[src/rtl/array_ctrl_pkg.sv]
// Shared defaults and controller state type for the single-port array controller.
package array_ctrl_pkg;

  localparam int ADDR_W_DEFAULT = 10;
  localparam int DATA_W_DEFAULT = 32;

  typedef enum logic {
    INIT = 1'b0,
    RUN  = 1'b1
  } ctrl_state_e;

endpackage

[src/rtl/array_resp_fifo.sv]
// In-order read-response buffer: circular storage with push, pop, occupancy count and head data.
module array_resp_fifo #(
  parameter int DEPTH  = 3,
  parameter int DATA_W = 32,
  localparam int PTR_W = (DEPTH > 1) ? $clog2(DEPTH) : 1,
  localparam int CNT_W = $clog2(DEPTH + 1)
) (
  input  logic              clock,
  input  logic              reset_n,
  input  logic              push,
  input  logic [DATA_W-1:0] push_data,
  input  logic              pop,
  output logic [CNT_W-1:0]  count,
  output logic [DATA_W-1:0] head
);

  localparam logic [PTR_W-1:0] LAST_PTR = PTR_W'(DEPTH - 1);

  logic [DATA_W-1:0] mem_r [DEPTH];
  logic [PTR_W-1:0]  wr_ptr_r;
  logic [PTR_W-1:0]  rd_ptr_r;
  logic [CNT_W-1:0]  count_r;

  // Payload storage; contents are don't-care until written, so no reset
  always_ff @(posedge clock) begin
    if (push) begin
      mem_r[wr_ptr_r] <= push_data;
    end
  end

  // Pointer and occupancy bookkeeping
  always_ff @(posedge clock or negedge reset_n) begin
    if (!reset_n) begin
      wr_ptr_r <= '0;
      rd_ptr_r <= '0;
      count_r  <= '0;
    end else begin
      if (push) begin
        wr_ptr_r <= (wr_ptr_r == LAST_PTR) ? PTR_W'(0) : wr_ptr_r + PTR_W'(1);
      end
      if (pop) begin
        rd_ptr_r <= (rd_ptr_r == LAST_PTR) ? PTR_W'(0) : rd_ptr_r + PTR_W'(1);
      end
      case ({push, pop})
        2'b10:   count_r <= count_r + CNT_W'(1);
        2'b01:   count_r <= count_r - CNT_W'(1);
        default: count_r <= count_r;
      endcase
    end
  end

  assign count = count_r;
  assign head  = mem_r[rd_ptr_r];

endmodule

[src/rtl/array_rw_ctrl.sv]
// Request/response front end for a single-port SRAM; optional power-up zero sweep
// of the whole array when ARRAY_CTRL_INIT_EN is defined.
module array_rw_ctrl
  import array_ctrl_pkg::*;
#(
  parameter int ADDR_W     = ADDR_W_DEFAULT,
  parameter int DATA_W     = DATA_W_DEFAULT,
  parameter int RESP_DEPTH = 3
) (
  input  logic              clock,
  input  logic              reset_n,
  input  logic              req_valid,
  output logic              req_ready,
  input  logic              req_write,
  input  logic [ADDR_W-1:0] req_addr,
  input  logic [DATA_W-1:0] req_wdata,
  output logic              resp_valid,
  input  logic              resp_ready,
  output logic [DATA_W-1:0] resp_rdata,
  output logic [ADDR_W-1:0] RW0_addr,
  output logic              RW0_en,
  output logic              RW0_wmode,
  output logic [DATA_W-1:0] RW0_wdata,
  input  logic [DATA_W-1:0] RW0_rdata,
  output logic              init_done
);

  localparam int CNT_W = $clog2(RESP_DEPTH + 1);

  logic [CNT_W-1:0]  count_s;
  logic [CNT_W:0]    occupancy_s;
  logic              ready_core_s;
  logic              fire_core_s;
  logic              fire_s;
  logic              pop_s;
  logic              inflight_r;
  logic              init_wr_s;
  logic [ADDR_W-1:0] init_addr_s;

`ifdef ARRAY_CTRL_INIT_EN
  ctrl_state_e       state_r;
  ctrl_state_e       state_next_s;
  logic [ADDR_W-1:0] init_cnt_r;

  // Controller state register
  always_ff @(posedge clock or negedge reset_n) begin
    if (!reset_n) begin
      state_r <= INIT;
    end else begin
      state_r <= state_next_s;
    end
  end

  // Leave the sweep once the top address has been written
  always_comb begin
    state_next_s = state_r;
    case (state_r)
      INIT: begin
        if (init_cnt_r == {ADDR_W{1'b1}}) begin
          state_next_s = RUN;
        end else begin
          state_next_s = INIT;
        end
      end
      RUN:     state_next_s = RUN;
      default: state_next_s = INIT;
    endcase
  end

  // Sweep address counter
  always_ff @(posedge clock or negedge reset_n) begin
    if (!reset_n) begin
      init_cnt_r <= '0;
    end else if (state_r == INIT) begin
      init_cnt_r <= init_cnt_r + ADDR_W'(1);
    end
  end

  assign init_done   = (state_r == RUN);
  assign init_wr_s   = reset_n && (state_r == INIT);
  assign init_addr_s = init_cnt_r;
`else
  assign init_done   = 1'b1;
  assign init_wr_s   = 1'b0;
  assign init_addr_s = '0;
`endif

  // Each inflight read already owns a FIFO slot, so the buffer can never overflow.
  // reset_n only gates the outputs; flop inputs use the ungated fire.
  assign occupancy_s  = {1'b0, count_s} + {{CNT_W{1'b0}}, inflight_r};
  assign ready_core_s = init_done && (occupancy_s < (CNT_W + 1)'(RESP_DEPTH));
  assign req_ready    = reset_n && ready_core_s;
  assign fire_core_s  = req_valid && ready_core_s;
  assign fire_s       = req_valid && req_ready;
  assign resp_valid   = (count_s != '0);
  assign pop_s        = resp_valid && resp_ready;

  // Array port mux: sweep write, accepted request, or idle
  always_comb begin
    RW0_en    = 1'b0;
    RW0_wmode = 1'b0;
    RW0_addr  = '0;
    RW0_wdata = '0;
    if (init_wr_s) begin
      RW0_en    = 1'b1;
      RW0_wmode = 1'b1;
      RW0_addr  = init_addr_s;
      RW0_wdata = '0;
    end else if (fire_s) begin
      RW0_en    = 1'b1;
      RW0_wmode = req_write;
      RW0_addr  = req_addr;
      RW0_wdata = req_wdata;
    end else begin
      RW0_en    = 1'b0;
    end
  end

  // Marks the cycle in which array read data is valid
  always_ff @(posedge clock or negedge reset_n) begin
    if (!reset_n) begin
      inflight_r <= 1'b0;
    end else begin
      inflight_r <= fire_core_s && !req_write;
    end
  end

  array_resp_fifo #(
    .DEPTH  (RESP_DEPTH),
    .DATA_W (DATA_W)
  ) u_resp_fifo (
    .clock     (clock),
    .reset_n   (reset_n),
    .push      (inflight_r),
    .push_data (RW0_rdata),
    .pop       (pop_s),
    .count     (count_s),
    .head      (resp_rdata)
  );

endmodule

[config.mk]
export PLATFORM = sky130hd
export DESIGN_NAME = array_rw_ctrl
export DESIGN_NICKNAME = d
export VERILOG_FILES = /design/src/rtl/array_ctrl_pkg.sv /design/src/rtl/array_resp_fifo.sv /design/src/rtl/array_rw_ctrl.sv
export SDC_FILE = /design/constraint.sdc
export NUM_CORES = 1
export LEC_CHECK = 0
export CAP_MARGIN = 40
export CORE_ASPECT_RATIO = 1.1
export CORE_MARGIN = 4
export CORE_UTILIZATION = 40
export DETAILED_ROUTE_END_ITERATION = 6
export HOLD_SLACK_MARGIN = 0.06
export PLACE_DENSITY = 0.76
export SLEW_MARGIN = 10
export SYNTH_ARGS = -nofsm -noshare
export SYNTH_HDL_FRONTEND = slang
export SYNTH_SLANG_ARGS = --single-unit
[constraint.sdc]
create_clock -name clock -period 3.5 [get_ports clock]
set_input_delay 0.525 -clock clock [delete_from_list [all_inputs] [get_ports clock]]
set_output_delay 0.525 -clock clock [all_outputs]
set_load 0.005 [all_outputs]
==> impl_metrics.yaml, run 1 <==
power:
  pwr-share-clk: 0.244
  power.total_mw: 4.08
  combPwrFrac: 0.348
  peakVddDrop_mv: 0.469
  p_sw_mw: 1.13
  p_leak_nw: 2.27
  powerDensity_nw_per_um2: 642
  p_seq_frac: 0.408
  swShare: 0.278
  p_int_mw: 2.95
layout:
  instances_no_fill: 593
  fin_area_um2: 6360
  final_util: 0.606
  layout_common_cells: "clkdlybuf4s50_1 (156), edfxtp_1 (96), and2_4 (39)"
  drive_gt1_frac: 0.151
  area_growth_syn_to_layout_pct: 46.3
  antenna_cells: 0
  fin_nets: 527
  final_common_cell: "clkdlybuf4s50_1"
critical_path:
  timing.rr.start: "inflight_r"
  startpoint: "u_resp_fifo.count[0]"
  reg2reg_depth: 3
  r2r_slack_ns: 1.74
  critical_path.startpoint_type: "flop"
  cp_data_arrival_time_ns: 2.64
  crit_required_ns: 2.97
  path_max_fanout: 44
  endpoint: "RW0_wdata[27]"
  critPathCaptureType: "primary output"
  reg2reg_to: "u_resp_fifo.mem_r[1][1]"
  critPathKind: "flop to primary output"
synth:
  ys_ff_latch: 103
  syn_area_um2: 4350
  ys_types: 25
  synth_nets: 369
  syn_avg_cell_area_um2: 15.1
  syn_inst: 287
  synth-seq-area-share: 0.704
  yosysTopAreaCellShare: 0.663
  synth_warnings: 0
  synth_top_cell_by_area: "edfxtp_1"
  yosys-top-cells-area: "edfxtp_1 (66%), and2_4 (7.9%), mux2i_1 (7.4%)"
timing:
  relSlewSlack: 0.597
  rsz0062_at_grt: "no"
  final_max_slew_viol_count: 0
  setup_viol_count_final: 0
  tns_ns: 0
  max_freq_ghz: 0.316
  worst_slew_pin_slew_ns: 0.604
  worst_slack_ns: 0.336
  final.hold.worst_slack_ns: 0.520
  min_period_ns: 3.16
  finalCritPeriodShare: 0.904
  final_hold_viol_count: 0
  skew_ns: 0.00820
clock_network:
  cts_hold_buf: 0
  cts_tree: "done"
  htree_num_levels: 3
  cts_resized: 0
  clk_path_buf_depth: 2
  clk_latency_ns: 0.34
  cts-root-buf: "clkbuf_16"
  cts_sinks: 103
  numCtsBuffers: 9
  cts_setup_buffers: 0
  clkSlewWorstSetupHoldPaths_ns: 0.07
placement:
  dp_worst_setup_slack_ns: 0.647
  place_congestion: 0.702
  placedCellCount: 577
  port_buffers: 156
  dpl_cell_area_um2: 6050
  hpwl_mm: 7.16
floorplan:
  dieArea_um2: 12600
  floorplan.initialDensity: 0.414
  coreArea_um2: 10500
  io-pin-count: 158
  die_h_um: 117
  rows: 39
  fp.dieW_um: 107
route:
  vias: 2787
  firstDrtPassIters: 4
  routedWlPerCell_um: 16.5
  drc: 0
  ant_nets: 0
  wirelength_mm: 9.80
  drt_iter0_drc: 181
  viasPerCell: 4.70
grt:
  first_global_vias: 2904
  track_usage: 0.154
  grt_start_max_net_pins: 52
  overflow: 0
  antenna_found_initial: 0
  grt_pass1_wl_mm: 14.9
flow_run:
  maxCapViolations: 0
status:
  status: "completed"
worst_hold_path:
  min_path_type: "input port to async pin"
==> worst max-delay path: stages, from the launching register on <==
cell             delay (ns)
dfrtp_1                0.44
ha_1                   0.23
ha_1                   0.26
nand2_1                0.10
and4b_1                0.19
buf_4                  0.35
and2_4                 0.20
clkdlybuf4s50_1        0.52
==> state kept, by name, indices dropped and copies added, names as in the netlist <==
name and flops:
u_resp_fifo.mem_r 96, u_resp_fifo.count 2, u_resp_fifo.rd_ptr_r 2, u_resp_fifo.wr_ptr_r 2
inflight_r 1
==> logic make-up (layout without fill, tap and decap cells) <==
logic type | Yosys count | count (layout) | share of synthesized area
other cells | 1 | 1 | 0.000863
flops | 103 | 103 | 0.704
xor+xnor | 3 | 3 | 0.00605
compound gates | 37 | 37 | 0.0443
fa+ha+maj | 3 | 3 | 0.00864
mux | 32 | 32 | 0.0737
simple gates | 89 | 89 | 0.130
buf+inv | 19 | 182 | 0.0331
==> synthesized netlist by cell type, drive strengths merged <==
cell	n
nand2	36
and4b	1
nand2b	1
ha	3
or2	1
edfxtp	96
dfrtp	7
xnor2	2
a21o	3
clkbuf	5
xor2	1
nor2	2
and3b	1
mux2i	32
buf	12
o21ai	34
conb	1
nor3b	1
nor3	3
inv	2
and2	43
==> final cells by class <==
cell class | instances | area [um^2]
Timing Repair Buffer | 164 | 1650
Tap cell | 143 | 179
Clock inverter | 7 | 78.8
Sequential cell | 103 | 3060
Inverter | 2 | 7.51
Multi-Input combinational cell | 165 | 1160
Clock buffer | 9 | 225
Fill cell | 803 | 4130
==> worst min path at each step <==
stage / from / end / slack [ns] / cells after the start
2_1_floorplan: reset_n / inflight_r / 0.23 / 0
3_3_place_gp: u_resp_fifo.count[1] / u_resp_fifo.count[1] / 0.51 / 1
3_5_place_dp: u_resp_fifo.count[1] / u_resp_fifo.count[1] / 0.52 / 1
4_1_cts: reset_n / u_resp_fifo.count[1] / 0.53 / 2
5_1_grt: reset_n / u_resp_fifo.count[1] / 0.55 / 2
6_report: reset_n / u_resp_fifo.count[1] / 0.52 / 2
==> power groups by stage <==
stage / combinational [mW] / clock (mW) / sequential [mW]
floorplan: 0.750 / 0 / 1.61
global placement: 1.35 / 0 / 1.74
detailed placement: 1.44 / 0 / 1.70
CTS: 1.45 / 1.02 / 1.67
global route: 1.55 / 1.07 / 1.69
finish: 1.42 / 0.997 / 1.67
==> layer usage <==
| metal | GRT usage | up-vias | wire, um |
|---|---|---|---|
| met2 | 0.272 | 145 | 4920 |
| met5 | 0 | - | 0 |
| met3 | 0.0555 | 6 | 1070 |
| li1 | - | 1346 | - |
| met4 | 0.0418 | 0 | 87 |
| met1 | 0.174 | 1290 | 3730 |
Power figures use the tool's default switching activity.
==> run 2, diff against run 1 <==
Settings changed: MAX_ROUTING_LAYER from default to met4.
==> impl_metrics.yaml, run 2 (synthesis gave the netlist of run 1 again) <==
floorplan:
  io-pin-count: 158
  dieArea_um2: 12600
  coreArea_um2: 10500
  floorplan.initialDensity: 0.414
  rows: 39
  die_h_um: 117
  fp.dieW_um: 107
route:
  ant_nets: 0
  wirelength_mm: 9.83
  drt_iter0_drc: 178
  viasPerCell: 4.72
  vias: 2799
  routedWlPerCell_um: 16.6
  firstDrtPassIters: 4
  drc: 0
layout:
  largest_register: "u_resp_fifo.mem_r"
  fin_nets: 527
  drive_gt1_frac: 0.151
  final_util: 0.606
  fin_area_um2: 6360
  final_common_cell: "clkdlybuf4s50_1"
  layout_common_cells: "clkdlybuf4s50_1 (156), edfxtp_1 (96), and2_4 (39)"
  antenna_cells: 0
  largest_register_ffs: 96
  instances_no_fill: 593
  area_growth_syn_to_layout_pct: 46.3
grt:
  grt_start_max_net_pins: 52
  use_met2: 0.272
  first_global_vias: 2892
  antenna_found_initial: 0
  grt_pass1_wl_mm: 14.9
  met3_usage: 0.0511
  grt_busiest_layer: "met2"
  overflow: 0
  met1_usage: 0.177
  track_usage: 0.158
clock_network:
  htree_num_levels: 3
  cts-root-buf: "clkbuf_16"
  cts_tree: "done"
  cts_resized: 0
  clkSlewWorstSetupHoldPaths_ns: 0.07
  clk_latency_ns: 0.34
  clk_path_buf_depth: 2
  numCtsBuffers: 9
  cts_sinks: 103
  cts_setup_buffers: 0
  cts_hold_buf: 0
worst_hold_path:
  min_path_type: "input port to async pin"
placement:
  hpwl_mm: 7.16
  dp_worst_setup_slack_ns: 0.647
  port_buffers: 156
  place_congestion: 0.710
  dpl_cell_area_um2: 6050
  placedCellCount: 577
critical_path:
  critical_path.startpoint_type: "flop"
  critPathCaptureType: "primary output"
  critPathKind: "flop to primary output"
  cp_data_arrival_time_ns: 2.64
  crit_required_ns: 2.97
  timing.rr.start: "inflight_r"
  path_max_fanout: 44
  r2r_slack_ns: 1.74
  reg2reg_to: "u_resp_fifo.mem_r[1][1]"
  reg2reg_depth: 3
timing:
  final_max_slew_viol_count: 0
  rsz0062_at_grt: "no"
  setup_viol_count_final: 0
  max_freq_ghz: 0.316
  worst_slew_pin_slew_ns: 0.610
  final.hold.worst_slack_ns: 0.519
  skew_ns: 0.00780
  finalCritPeriodShare: 0.905
  relSlewSlack: 0.593
  tns_ns: 0
  min_period_ns: 3.17
  worst_slack_ns: 0.333
  final_hold_viol_count: 0
power:
  powerDensity_nw_per_um2: 642
  power.total_mw: 4.08
  peakVddDrop_mv: 0.469
  p_leak_nw: 2.27
flow_run:
  maxCapViolations: 0
status:
  status: "completed"
-- run 2: final cells by class --
cell class,instances,area [um^2]
tap,143,179
fill,803,4130
sequential,103,3060
clock inverter,7,78.8
multi-input combinational,165,1160
inverter,2,7.51
clock buffer,9,225
timing repair buffer,164,1650
-- run 2: per-layer routing --
metal,up-vias,part of all wire
met2,157,0.50
met5,-,0
met3,8,0.10
met1,1289,0.39
met4,0,0.012
li1,1345,-
-- run 2: worst max path at each step --
stage / to / cells after the start / startpoint
2_1_floorplan: u_resp_fifo.mem_r[1][0] / 2 / inflight_r
3_3_place_gp: RW0_wdata[29] / 5 / reset_n
3_5_place_dp: RW0_wdata[29] / 5 / reset_n
4_1_cts: RW0_wdata[29] / 7 / u_resp_fifo.count[0]
5_1_grt: RW0_wmode / 7 / u_resp_fifo.count[0]
6_report: RW0_wdata[27] / 7 / u_resp_fifo.count[0]
-- run 2: critical path, cell delays in order, from the launching register on --
cell and delay (ns):
dfrtp_1 0.44, ha_1 0.23, ha_1 0.26, nand2_1 0.10, and4b_1 0.19, buf_4 0.35
and2_4 0.20, clkdlybuf4s50_1 0.52
-- run 2: report_power, final --
part           internal, mW  leakage, nW  switching [mW]  total [mW]
registers              1.53        0.956           0.139        1.67
logic                 0.858         1.17           0.564        1.42
clock network         0.563        0.146           0.434       0.996
